[src/rtl/uart_pkg.sv]
// ---------------------------------------------------------------------------
// uart_pkg : shared types, defaults and helpers for the UART receive path
// Rev 1.0
// ---------------------------------------------------------------------------
`default_nettype none

package uart_pkg;

  typedef enum logic [2:0] {
    IDLE   = 3'd0,
    START  = 3'd1,
    DATA   = 3'd2,
    PARITY = 3'd3,
    STOP   = 3'd4
  } rx_state_t;

  localparam int UART_CLK_DIV   = 5208;
  localparam int UART_DATA_BITS = 8;

  // Counter value at which a bit is sampled (centre of the bit cell).
  function automatic int mid_point(input int div);
    return div / 2 - 1;
  endfunction

endpackage

`default_nettype wire

[src/rtl/rx_bps_module.sv]
// ---------------------------------------------------------------------------
// rx_bps_module : bit-timing counter, emits bps_clk at each mid-bit point
// Rev 1.0
// ---------------------------------------------------------------------------
`default_nettype none

module rx_bps_module
  import uart_pkg::*;
#(
  parameter int CLK_DIV = UART_CLK_DIV
) (
  input  logic clk,
  input  logic rst_n,
  input  logic count_sig,
  output logic bps_clk
);

  localparam logic [12:0] CNT_LAST = 13'(CLK_DIV - 1);
  localparam logic [12:0] CNT_MID  = 13'(mid_point(CLK_DIV));

  logic [12:0] cnt;

  always_ff @(posedge clk or negedge rst_n) begin
    if (!rst_n) begin
      cnt <= 13'd0;
    end else if (!count_sig) begin
      cnt <= 13'd0;
    end else if (cnt == CNT_LAST) begin
      cnt <= 13'd0;
    end else begin
      cnt <= cnt + 13'd1;
    end
  end

  assign bps_clk = count_sig && (cnt == CNT_MID);

endmodule

`default_nettype wire

[src/rtl/uart_rx_core.sv]
// ---------------------------------------------------------------------------
// uart_rx_core : 8N1 UART receiver, mid-bit sampling, frame/parity error pulses
// Optional even parity bit when UART_RX_PARITY_EN is defined. Rev 1.0
// ---------------------------------------------------------------------------
`default_nettype none

module uart_rx_core
  import uart_pkg::*;
#(
  parameter int CLK_DIV   = UART_CLK_DIV,
  parameter int DATA_BITS = UART_DATA_BITS
) (
  input  logic                 clk,
  input  logic                 rst_n,
  input  logic                 rxd,
  output logic [DATA_BITS-1:0] rx_data,
  output logic                 rx_valid,
  output logic                 frame_err,
  output logic                 parity_err,
  output logic                 busy
);

  localparam logic [2:0] LAST_BIT = 3'(DATA_BITS - 1);

  rx_state_t            state;
  logic                 rxd_m;
  logic                 rxd_s;
  logic                 rxd_d;
  logic                 tick;
  logic                 fall;
  logic [2:0]           bit_idx;
  logic [DATA_BITS-1:0] shreg;

  always_ff @(posedge clk or negedge rst_n) begin
    if (!rst_n) begin
      rxd_m <= 1'b1;
      rxd_s <= 1'b1;
      rxd_d <= 1'b1;
    end else begin
      rxd_m <= rxd;
      rxd_s <= rxd_m;
      rxd_d <= rxd_s;
    end
  end

  assign fall = rxd_d && !rxd_s;
  assign busy = (state != IDLE);

  rx_bps_module #(
    .CLK_DIV (CLK_DIV)
  ) u_bps (
    .clk       (clk),
    .rst_n     (rst_n),
    .count_sig (busy),
    .bps_clk   (tick)
  );

`ifdef UART_RX_PARITY_EN
  logic par_bad;
  logic par_err_r;
  assign parity_err = par_err_r;
`else
  assign parity_err = 1'b0;
`endif

  always_ff @(posedge clk or negedge rst_n) begin
    if (!rst_n) begin
      state     <= IDLE;
      bit_idx   <= 3'd0;
      shreg     <= '0;
      rx_data   <= '0;
      rx_valid  <= 1'b0;
      frame_err <= 1'b0;
`ifdef UART_RX_PARITY_EN
      par_bad   <= 1'b0;
      par_err_r <= 1'b0;
`endif
    end else begin
      rx_valid  <= 1'b0;
      frame_err <= 1'b0;
`ifdef UART_RX_PARITY_EN
      par_err_r <= 1'b0;
`endif
      case (state)
        IDLE: begin
          if (fall) state <= START;
        end
        START: begin
          if (tick) begin
            bit_idx <= 3'd0;
            state   <= rxd_s ? IDLE : DATA;
          end
        end
        DATA: begin
          if (tick) begin
            shreg   <= {rxd_s, shreg[DATA_BITS-1:1]};
            bit_idx <= bit_idx + 3'd1;
            if (bit_idx == LAST_BIT) begin
`ifdef UART_RX_PARITY_EN
              state <= PARITY;
`else
              state <= STOP;
`endif
            end
          end
        end
`ifdef UART_RX_PARITY_EN
        PARITY: begin
          if (tick) begin
            par_bad <= (^shreg) ^ rxd_s;
            state   <= STOP;
          end
        end
`endif
        STOP: begin
          // Leave on the mid-stop sample so a following start edge is not missed.
          if (tick) begin
            state <= IDLE;
            if (!rxd_s) begin
              frame_err <= 1'b1;
`ifdef UART_RX_PARITY_EN
            end else if (par_bad) begin
              par_err_r <= 1'b1;
`endif
            end else begin
              rx_valid <= 1'b1;
              rx_data  <= shreg;
            end
          end
        end
        default: state <= IDLE;
      endcase
    end
  end

endmodule

`default_nettype wire
[config.mk]
export PLATFORM = sky130hd
export DESIGN_NAME = uart_rx_core
export DESIGN_NICKNAME = d
export VERILOG_FILES = /design/src/rtl/uart_pkg.sv /design/src/rtl/rx_bps_module.sv /design/src/rtl/uart_rx_core.sv
export SDC_FILE = /design/constraint.sdc
export NUM_CORES = 1
export LEC_CHECK = 0
export ABC_AREA = 1
export CORE_MARGIN = 1
export CORE_UTILIZATION = 45
export CTS_BUF_LIST = sky130_fd_sc_hd__clkbuf_8 sky130_fd_sc_hd__clkbuf_16
export CTS_CLUSTER_DIAMETER = 40
export DETAILED_ROUTE_END_ITERATION = 7
export GPL_TIMING_DRIVEN = 1
export PLACE_DENSITY = 0.68
export REMOVE_ABC_BUFFERS = 1
export SLEW_MARGIN = 20
export SYNTH_ARGS = -nofsm -noshare
export SYNTH_HDL_FRONTEND = slang
export SYNTH_SLANG_ARGS = --single-unit
[constraint.sdc]
create_clock -name clk -period 1.7 [get_ports clk]
set_input_delay 0.34 -clock clk [delete_from_list [all_inputs] [get_ports clk]]
set_output_delay 0.34 -clock clk [all_outputs]
set_load 0.01 [all_outputs]
# --- Yosys cells after proc, flatten, opt, wreduce, memory -nomap -nowiden ---
# Index checks and enable logic that the tools add are counted.
classes:
  addsub: 2
  n_eq_ne: 11
  n_mux: 17
  reduce_logical: 10
op_table:
  columns: ["op", "count"]
  rows:
  - ["13-bit two-way mux", 2]
  - ["3-bit two-way mux", 6]
  - ["13-bit by 1-bit adder with 13-bit output (second input constant)", 1]
  - ["13-bit by 12-bit == test with 1-bit output (second input constant)", 1]
  - ["13-bit == test (second input constant)", 1]
  - ["3-bit case mux with 4 select lines", 1]
  - ["2-bit != test (second input constant)", 5]
  - ["3-bit == test (second input constant)", 2]
  - ["1-bit two-way mux", 6]
  - ["3-bit case mux with 2 select lines", 1]
  - ["3-bit AND reduction", 2]
  - ["5-bit AND reduction", 1]
  - ["3-bit by 1-bit adder with 3-bit output (second input constant)", 1]
  - ["3-bit by 1-bit == test with 1-bit output (second input constant)", 1]
  - ["3-bit by 2-bit == test with 1-bit output (second input constant)", 1]
  - ["3-bit logical NOT", 1]
  - ["3-bit nonzero test", 1]
  - ["1-bit logical AND", 2]
  - ["2-bit two-way mux", 1]
  - ["2-bit AND reduction", 1]
  - ["2-bit nonzero test", 1]
  - ["1-bit logical NOT", 1]
totals:
  reg_bits: 40
  inputBits: 3
  out_inout_bits: 12
  word_cells: 50

# --- Depth between registers and ports, before layout ---
# Gate-level depths: netlist of the first run.
depth:
  word_depth: 4
  depth_mapped: 11
  ltp_nobuf: 10

# --- By module ---
# From an unflattened synthesis of the first run, not the netlist that was laid out.
unflattened:
  cells_unflattened: 220
  area_unflattened_um2: 1960.6
by_module_without_submodules:
  columns: ["module", "instances", "cells_per_inst", "area_each_um2", "seq_area_each_um2"]
  rows:
  - ["uart_rx_core", 1, 117, 1197.4, 679.4]
  - ["rx_bps_module", 1, 103, 763.2, 325.3]

# --- Least setup slack after synthesis of the first run ---
# OpenSTA, ideal clock, no wires.
synth_timing:
  kind: "reg-to-reg"
  from: "register u_bps.cnt[0]"
  to: "register state[1]"
  setup_time_ns: 0.117
  arrival_time_ns: 1.262
  path_slack_ns: 0.322
  path_stages_with_launch: 12
  n_path_buf: 1
  synth_period_minus_slack_ns: 1.378
  cell_sequence: "dfrtp_1 > ha_1 > inv_1 > nor2_1 > nand2_1 > nor2_2 > nand2_4 > buf_6 > nand2_4 > nand2_1 > nand2_1 > nand2_1"
synth_between:
  elab_chain_len: 4
  word_cells_on_any_way: 6
synth_rtl:
  columns: ["item", "line_no", "source"]
  rows:
  - ["start, declared", "rx_bps_module.sv:21", "logic [12:0] cnt;"]
  - ["start signal, assigned", "rx_bps_module.sv:31", "cnt <= cnt + 13'd1;"]
  - ["13-bit by 12-bit == test with 1-bit output (*)", "rx_bps_module.sv:35", "assign bps_clk = count_sig && (cnt == CNT_MID);"]
  - ["1-bit logical AND (*)", "rx_bps_module.sv:35", null]
  - ["2-bit != test (no source line)", null, null]
  - ["5-bit AND reduction (no source line) (*)", null, null]
  - ["end signal, assigned", "uart_rx_core.sv:91", "state <= rxd_s ? IDLE : DATA;"]
  - ["end, declared", "uart_rx_core.sv:25", "rx_state_t state;"]
# Every way passes the cells marked *; elsewhere a longest branch is shown, timed or not.
# A chain may end at the register's enable or synchronous reset.

# --- Worst setup path in the final report of the first run ---
layout_timing:
  from: "register state[1]"
  to: "output port busy"
layout_between:
  elab_chain_len: 1
layout_rtl:
  columns: ["item", "line_no", "source"]
  rows:
  - ["3-bit nonzero test", "uart_rx_core.sv:47", "assign busy = (state != IDLE);"]
  - ["end, declared", "uart_rx_core.sv:20", "output logic busy"]
# No other way between the ends.

==> summary.md, run 1 <==
| Metric | Value |
|---|---|
| DP HPWL | 2.615 mm |
| Pwr Density | a little over 1000 nW/um^2 |
| Commonest cells after routing, fill and taps aside | nand2_1, dfrtp_1, nor2_1 |
| CTS Root Cell | clkbuf_8 |
| Post-synthesis cell count | roughly 240 |
| Fillers | ~400 |
| Port bufs | 13 |
| Initial Util | 0.4795 |
| Max Fanout on Critical Path | 5 |
| HP Class | in2async |
| CTS tree | yes |
| Crit Path Category | reg2out |
| FF-to-FF Start | u_bps.cnt[0]$_DFF_PN0_ |
| RSZ-0062 raised after global routing | yes |
| Post-synth EDFFs | 0 |
| Max-Cap Viols | 0 |
| Die width | between 60 and 70 microns |
| Ports | 15 |
| Startpoint types | flop |
| Drt pass-1 iters | 4 |
| Clock-pin slew on the worst setup and hold paths | about 0.080 ns |
| Status | finished clean |
| Power, Total | about 0.0023 W |
| Die Span Y | about 70 microns |
| Sequential share of the synthesized area | 0.5128 |
| GRT Util Overall | 0.1897 |
| R2R setup slack | around 0.16 ns |
| Leakage power | between 1 and 1.5 nW |
| Vias/cell | slightly below 5 |
| Asr flop ratio synth | 1.000 |
| Grt ovf | 0 |
| Hold bufs inserted after CTS | 0 |
| Setup violations, final | 0 |
| First-pass GRT wire length | between 6 and 7 mm |
| RR Endpoint | shreg[6]$_DFFE_PN0P_ |
| Core ar. | ~4000 sq um |
| Routed length per instance | 11.73 microns |
| Vias in the first global route | 1500 |
| Peak VDD IR | around 500 uV |
| Synth cell types | 24 |
| H-tree lvl count | 2 |
| Final net count | 266 |
| Max Clock Freq | 634.1 MHz |
| Ant diodes | 0 |
| R2R cell count | 9 |
| Mapped cell area | 1959 sq um |
| CTS Buf Count | 5 |
| Max Buffers Root-to-Sink | 2 |
| Min Tclk post-route | about 1.6 ns |
| Crit. End Element | output pin |
| Clk sinks | 40 |
| Pre-CTS setup slack | around 0.12 ns |
| Reg area | about 1000 sq um |
| Layout cell share with drive strength beyond 1 | 0.1456 |
| Largest net degree at the start of global routing | 41 |
| Final critical-path setup slack | about 0.12 ns |
| Multi-input logic area | 834.6 sq um |
| Post-synth top flop | dfrtp_1 |
| Syn_area_per_cell | about 8.2 sq um |
| Final Hold Vio Count | 0 |
| Clock latency on the worst-skew pair | between 0.2 and 0.3 ns |
| Row count | 23 |
| Commonest non-fill, non-tap cell in the layout | nand2_1 |
| Critical Path AT | between 1 and 1.5 ns |
| Die Area | approximately 4600 sq um |
| Routed Antenna Nets | 0 |
| Syn. warnings | 0 |
| Final Max Tran Viols | 0 |
| Area delta synth->final | 15.01% |
| RePlAce Congestion | around 0.85 |
| Worst Skew | approximately 0.014 ns |
| Period utilisation layout | 0.9277 |
| Via count | roughly 1500 |
| DR iter-0 viols | 127 |
| WP data required | 1.36 ns |
| Post-route DRC violation count | 0 |
| Initial antenna violation count | 0 |
| Flops & latches, synth | 40 |
| Final wirelength | about 3.6 mm |
==> per-layer routing <==
metal  GRT usage  vias to the layer above  part of all wire  routed length, microns
li1            -                      799                 -                       -
met1      0.2339                      721              0.49                    1779
met2      0.3137                       19              0.47                    1705
met3     0.05000                        6             0.029                     105
met4     0.07552                        0             0.016                      57
met5           0                        -                 0                       0
==> power by group <==
group	switching, W	internal [W]
clock	0.000325	0.000276
combinational	0.000395	0.000227
sequential	0.0000722	0.00102
total	0.000792	0.00153
==> worst max-delay path, stage by stage, from the launching register on <==
cell and delay (ns):
dfrtp_1 0.39, inv_2 0.10, nand2_2 0.07, nor2_4 0.08, inv_1 0.08, clkdlybuf4s15_1 0.23
==> flip-flops by register name, summed over array words and instances, names as in the netlist <==
name / cells
rxd_s: 1
state: 3
rxd_d: 1
u_bps.cnt: 13
rx_data: 8
shreg: 8
bit_idx: 3
rx_valid: 1
rxd_m: 1
frame_err: 1
==> synthesized netlist by cell type (2+ instances only) <==
| cell type | count | share of area |
|---|---|---|
| buf_6 | 2 | 0.011 |
| dfrtp_1 | 37 | 0.47 |
| inv_2 | 6 | 0.011 |
| buf_4 | 2 | 0.0077 |
| dfstp_2 | 3 | 0.040 |
| nor3_1 | 9 | 0.023 |
| o21ai_1 | 9 | 0.023 |
| xor2_1 | 2 | 0.0089 |
| nand3_1 | 23 | 0.059 |
| nand4_1 | 4 | 0.013 |
| nor2_4 | 4 | 0.023 |
| nand2_4 | 3 | 0.017 |
| nor2_1 | 24 | 0.046 |
| nor3b_1 | 2 | 0.0077 |
| nand2_2 | 2 | 0.0064 |
| o21ai_0 | 4 | 0.010 |
| nand2_1 | 76 | 0.15 |
| ha_1 | 3 | 0.019 |
| nor2_2 | 4 | 0.013 |
| inv_1 | 15 | 0.029 |
==> logic make-up after synthesis <==
group           count (synthesis)  synth area share
compound gates                 14           0.03640
xor+xnor                        2          0.008942
fa+ha+maj                       3           0.01916
buf+inv                        26           0.06258
flops                          40            0.5128
other cells                     1          0.001914
simple gates                  152            0.3582
==> metrics by stage <==
step	instances	setup TNS, ns	hold WS, ns	util	area [sq um]
3_5_place_dp	301	0	0.3306	0.5266	2152
6_report	311	0	0.004620	0.5514	2253
3_3_place_gp	301	0	0.3251	0.5266	2152
5_1_grt	311	-0.02480	0.02398	0.5514	2253
4_1_cts	309	0	0.01476	0.5462	2232
2_1_floorplan	234	0	0.04441	-	1922
==> layout make-up <==
cell class              instances  area share
flip-flops and latches         40      0.4459
multi-input cells             172      0.3703
repair buffers                 19     0.08107
inverters                      22     0.03887
clock buffers                   5     0.03054
well taps                      50     0.02776
clock inverters                 3    0.005552
==> worst max path at each step <==
stage                           startpoint                endpoint  cells past startpoint
floorplan           u_bps.cnt[0]$_DFF_PN0_  rx_data[0]$_DFFE_PN0P_                     10
global placement    u_bps.cnt[0]$_DFF_PN0_  rx_data[7]$_DFFE_PN0P_                     10
detailed placement  u_bps.cnt[0]$_DFF_PN0_  rx_data[7]$_DFFE_PN0P_                     10
CTS                   state[1]$_DFFE_PN0P_                    busy                      5
global route        u_bps.cnt[0]$_DFF_PN0_    shreg[4]$_DFFE_PN0P_                      9
finish                state[1]$_DFFE_PN0P_                    busy                      5
==> what timing repair did <==
action	in CTS	in global routing
endpoints found under the setup margin	1	9
cloned	0	0
gates resized for setup	1	3
buffers inserted	0	2
endpoints found under the hold margin	0	0
Power figures use the tool's default switching activity.
==> inputs of run 2 (changes only) <==
CAP_MARGIN = 5   (was unset)
RECOVER_POWER = 50   (was unset)
==> run 2 against run 1 <==
Effect of this change:
- register-to-register slack is essentially flat
- maximum frequency shrank 0.16%
- clock power is essentially flat
- critical path depth is the same
- largest power group unchanged
==> summary.md, run 2 (same netlist as run 1, synthesis figures left out) <==
| Metric | Value |
|---|---|
| DP HPWL | around 2.6 mm |
| Pwr Density | between 1000 and 1500 nW/um^2 |
| Max Used Layer | met4 |
| Initial Util | 0.4795 |
| Die Span Y | ~68 microns |
| Ports | 15 |
| Area delta synth->final | 14.24% |
| Wl on met1 | between 1.5 and 2 mm |
| Final net count | 266 |
| Clock-pin slew on the worst setup and hold paths | around 0.080 ns |
| Top Registers | u_bps.cnt x13, rx_data x8, shreg x8 |
| Hold slack | between 0.2 and 0.3 ns |
| Startpoint types | flop |
| Routed length per instance | between 10 and 15 microns |
| Initial antenna violation count | 0 |
| Routed Antenna Nets | 0 |
| CTS tree | yes |
| Met2 wire length | about 1.7 mm |
| CTS Buf Count | 5 |
| Leakage power | between 1 and 1.5 nW |
| Vias in the first global route | 1500 |
| Final Hold Vio Count | 0 |
| Fillers | approximately 400 |
| Layout cell share with drive strength beyond 1 | 0.1418 |
| Die width | 67.99 microns |
| Final Max Tran Viols | 0 |
| Crit Path Category | reg2out |
| RePlAce Congestion | between 0.8 and 0.9 |
| Setup violations, final | 0 |
| Clk sinks | 40 |
| Clock latency on the worst-skew pair | between 0.2 and 0.3 ns |
| Hold bufs inserted after CTS | 0 |
| H-tree lvl count | 2 |
| Critical Path AT | between 1 and 1.5 ns |
| Post-route DRC violation count | 0 |
| Commonest non-fill, non-tap cell in the layout | nand2_1 |
| Port bufs | 13 |
| Max Fanout on Critical Path | 5 |
| Normalized max-slew margin | 0.3356 |
| Core ar. | ~4100 sq um |
| Largest register FFs | 13 |
| Drt pass-1 iters | 4 |
| Crit. End Element | output pin |
| Row count | 23 |
| RSZ-0062 raised after global routing | yes |
| Worst Skew | around 0.013 ns |
| Wire length on met3 | around 110 microns |
| Ant diodes | 0 |
| WP data required | around 1.4 ns |
| Grt ovf | 0 |
| Worst Tran Pin Value | roughly 1.0 ns |
| Die Area | 4622 sq um |
| R2R setup slack | around 0.16 ns |
| DR iter-0 viols | 130 |
| HP Class | in2async |
| Largest Register | u_bps.cnt |
| Status | finished clean |
| Largest net degree at the start of global routing | 41 |
| Max Clock Freq | 633.1 MHz |
| GRT Util Overall | 0.1897 |
| Via count | 1556 |
| Max Buffers Root-to-Sink | 2 |
| Vias/cell | 5.003 |
| CTS Root Cell | clkbuf_8 |
| Final wirelength | between 3 and 4 mm |
| Peak VDD IR | 492.9 uV |
| First-pass GRT wire length | around 6.5 mm |
| Period utilisation layout | 0.9291 |
| Min Tclk post-route | 1.580 ns |
| TNS Setup | 0 ns |
| Commonest cells after routing, fill and taps aside | nand2_1, dfrtp_1, nor2_1 |
| Max-Cap Viols | 0 |
==> run 2: timing repair <==
| item | in CTS | in global routing |
|---|---|---|
| gates resized for setup | 1 | 3 |
| setup buffers | 0 | 2 |
| endpoints found under the setup margin | 1 | 9 |
| cloned | 0 | 0 |
==> run 2: worst max-delay path: stages, from the launching register on <==
cell             delay, ns
dfrtp_1               0.39
inv_2                 0.10
nand2_2               0.07
nor2_4                0.08
inv_1                 0.08
clkdlybuf4s15_1       0.23
==> run 2: layer usage <==
layer / vias up / global-route usage
met4: 0 / 0.07552
met2: 19 / 0.3137
met5: - / 0
li1: 799 / -
met1: 732 / 0.2339
met3: 6 / 0.05000
==> run 2: final cells by class <==
type	instances	area [sq um]	area share
multi-input cells	172	834.6	0.3728
flip-flops and latches	40	1005	0.4489
clock inverters	3	12.51	0.005590
well taps	50	62.56	0.02795
repair buffers	19	167.7	0.07490
clock buffers	5	68.82	0.03074
inverters	22	87.58	0.03913
==> run 2: where the power goes <==
| part | switching (W) | internal [W] | leakage [nW] | total [W] |
|---|---|---|---|---|
| registers | 0.0000722 | 0.00102 | 0.542 | 0.00110 |
| logic | 0.000396 | 0.000222 | 0.549 | 0.000618 |
| clock network | 0.000324 | 0.000276 | 0.0505 | 0.000600 |
| total | 0.000792 | 0.00152 | 1.14 | 0.00231 |
==> run 2: per-stage QoR <==
stage | util | cells | setup slack [ns] | total power, W | cell area, sq um
2_1_floorplan | - | 234 | 0.3097 | 0.001513 | 1922
3_3_place_gp | 0.5266 | 301 | 0.1325 | 0.001708 | 2152
5_1_grt | 0.5478 | 311 | -0.02285 | 0.002454 | 2238
6_report | 0.5478 | 311 | 0.1205 | 0.002314 | 2238
3_5_place_dp | 0.5266 | 301 | 0.1203 | 0.001721 | 2152
4_1_cts | 0.5462 | 309 | 0.04962 | 0.002305 | 2232
==> run 2: path summary, 6_finish.rpt <==
path	startpoint	to	cells after the start
setup / recovery	state[1]$_DFFE_PN0P_	busy	5
hold / removal	rst_n	shreg[1]$_DFFE_PN0P_	2
setup reg to reg	u_bps.cnt[0]$_DFF_PN0_	rx_data[7]$_DFFE_PN0P_	10
hold reg to reg	rxd_m$_DFF_PN1_	rxd_s$_DFF_PN1_	0
max in group asynchronous	rst_n	u_bps.cnt[4]$_DFF_PN0_	2
min in group clk	rxd_m$_DFF_PN1_	rxd_s$_DFF_PN1_	0
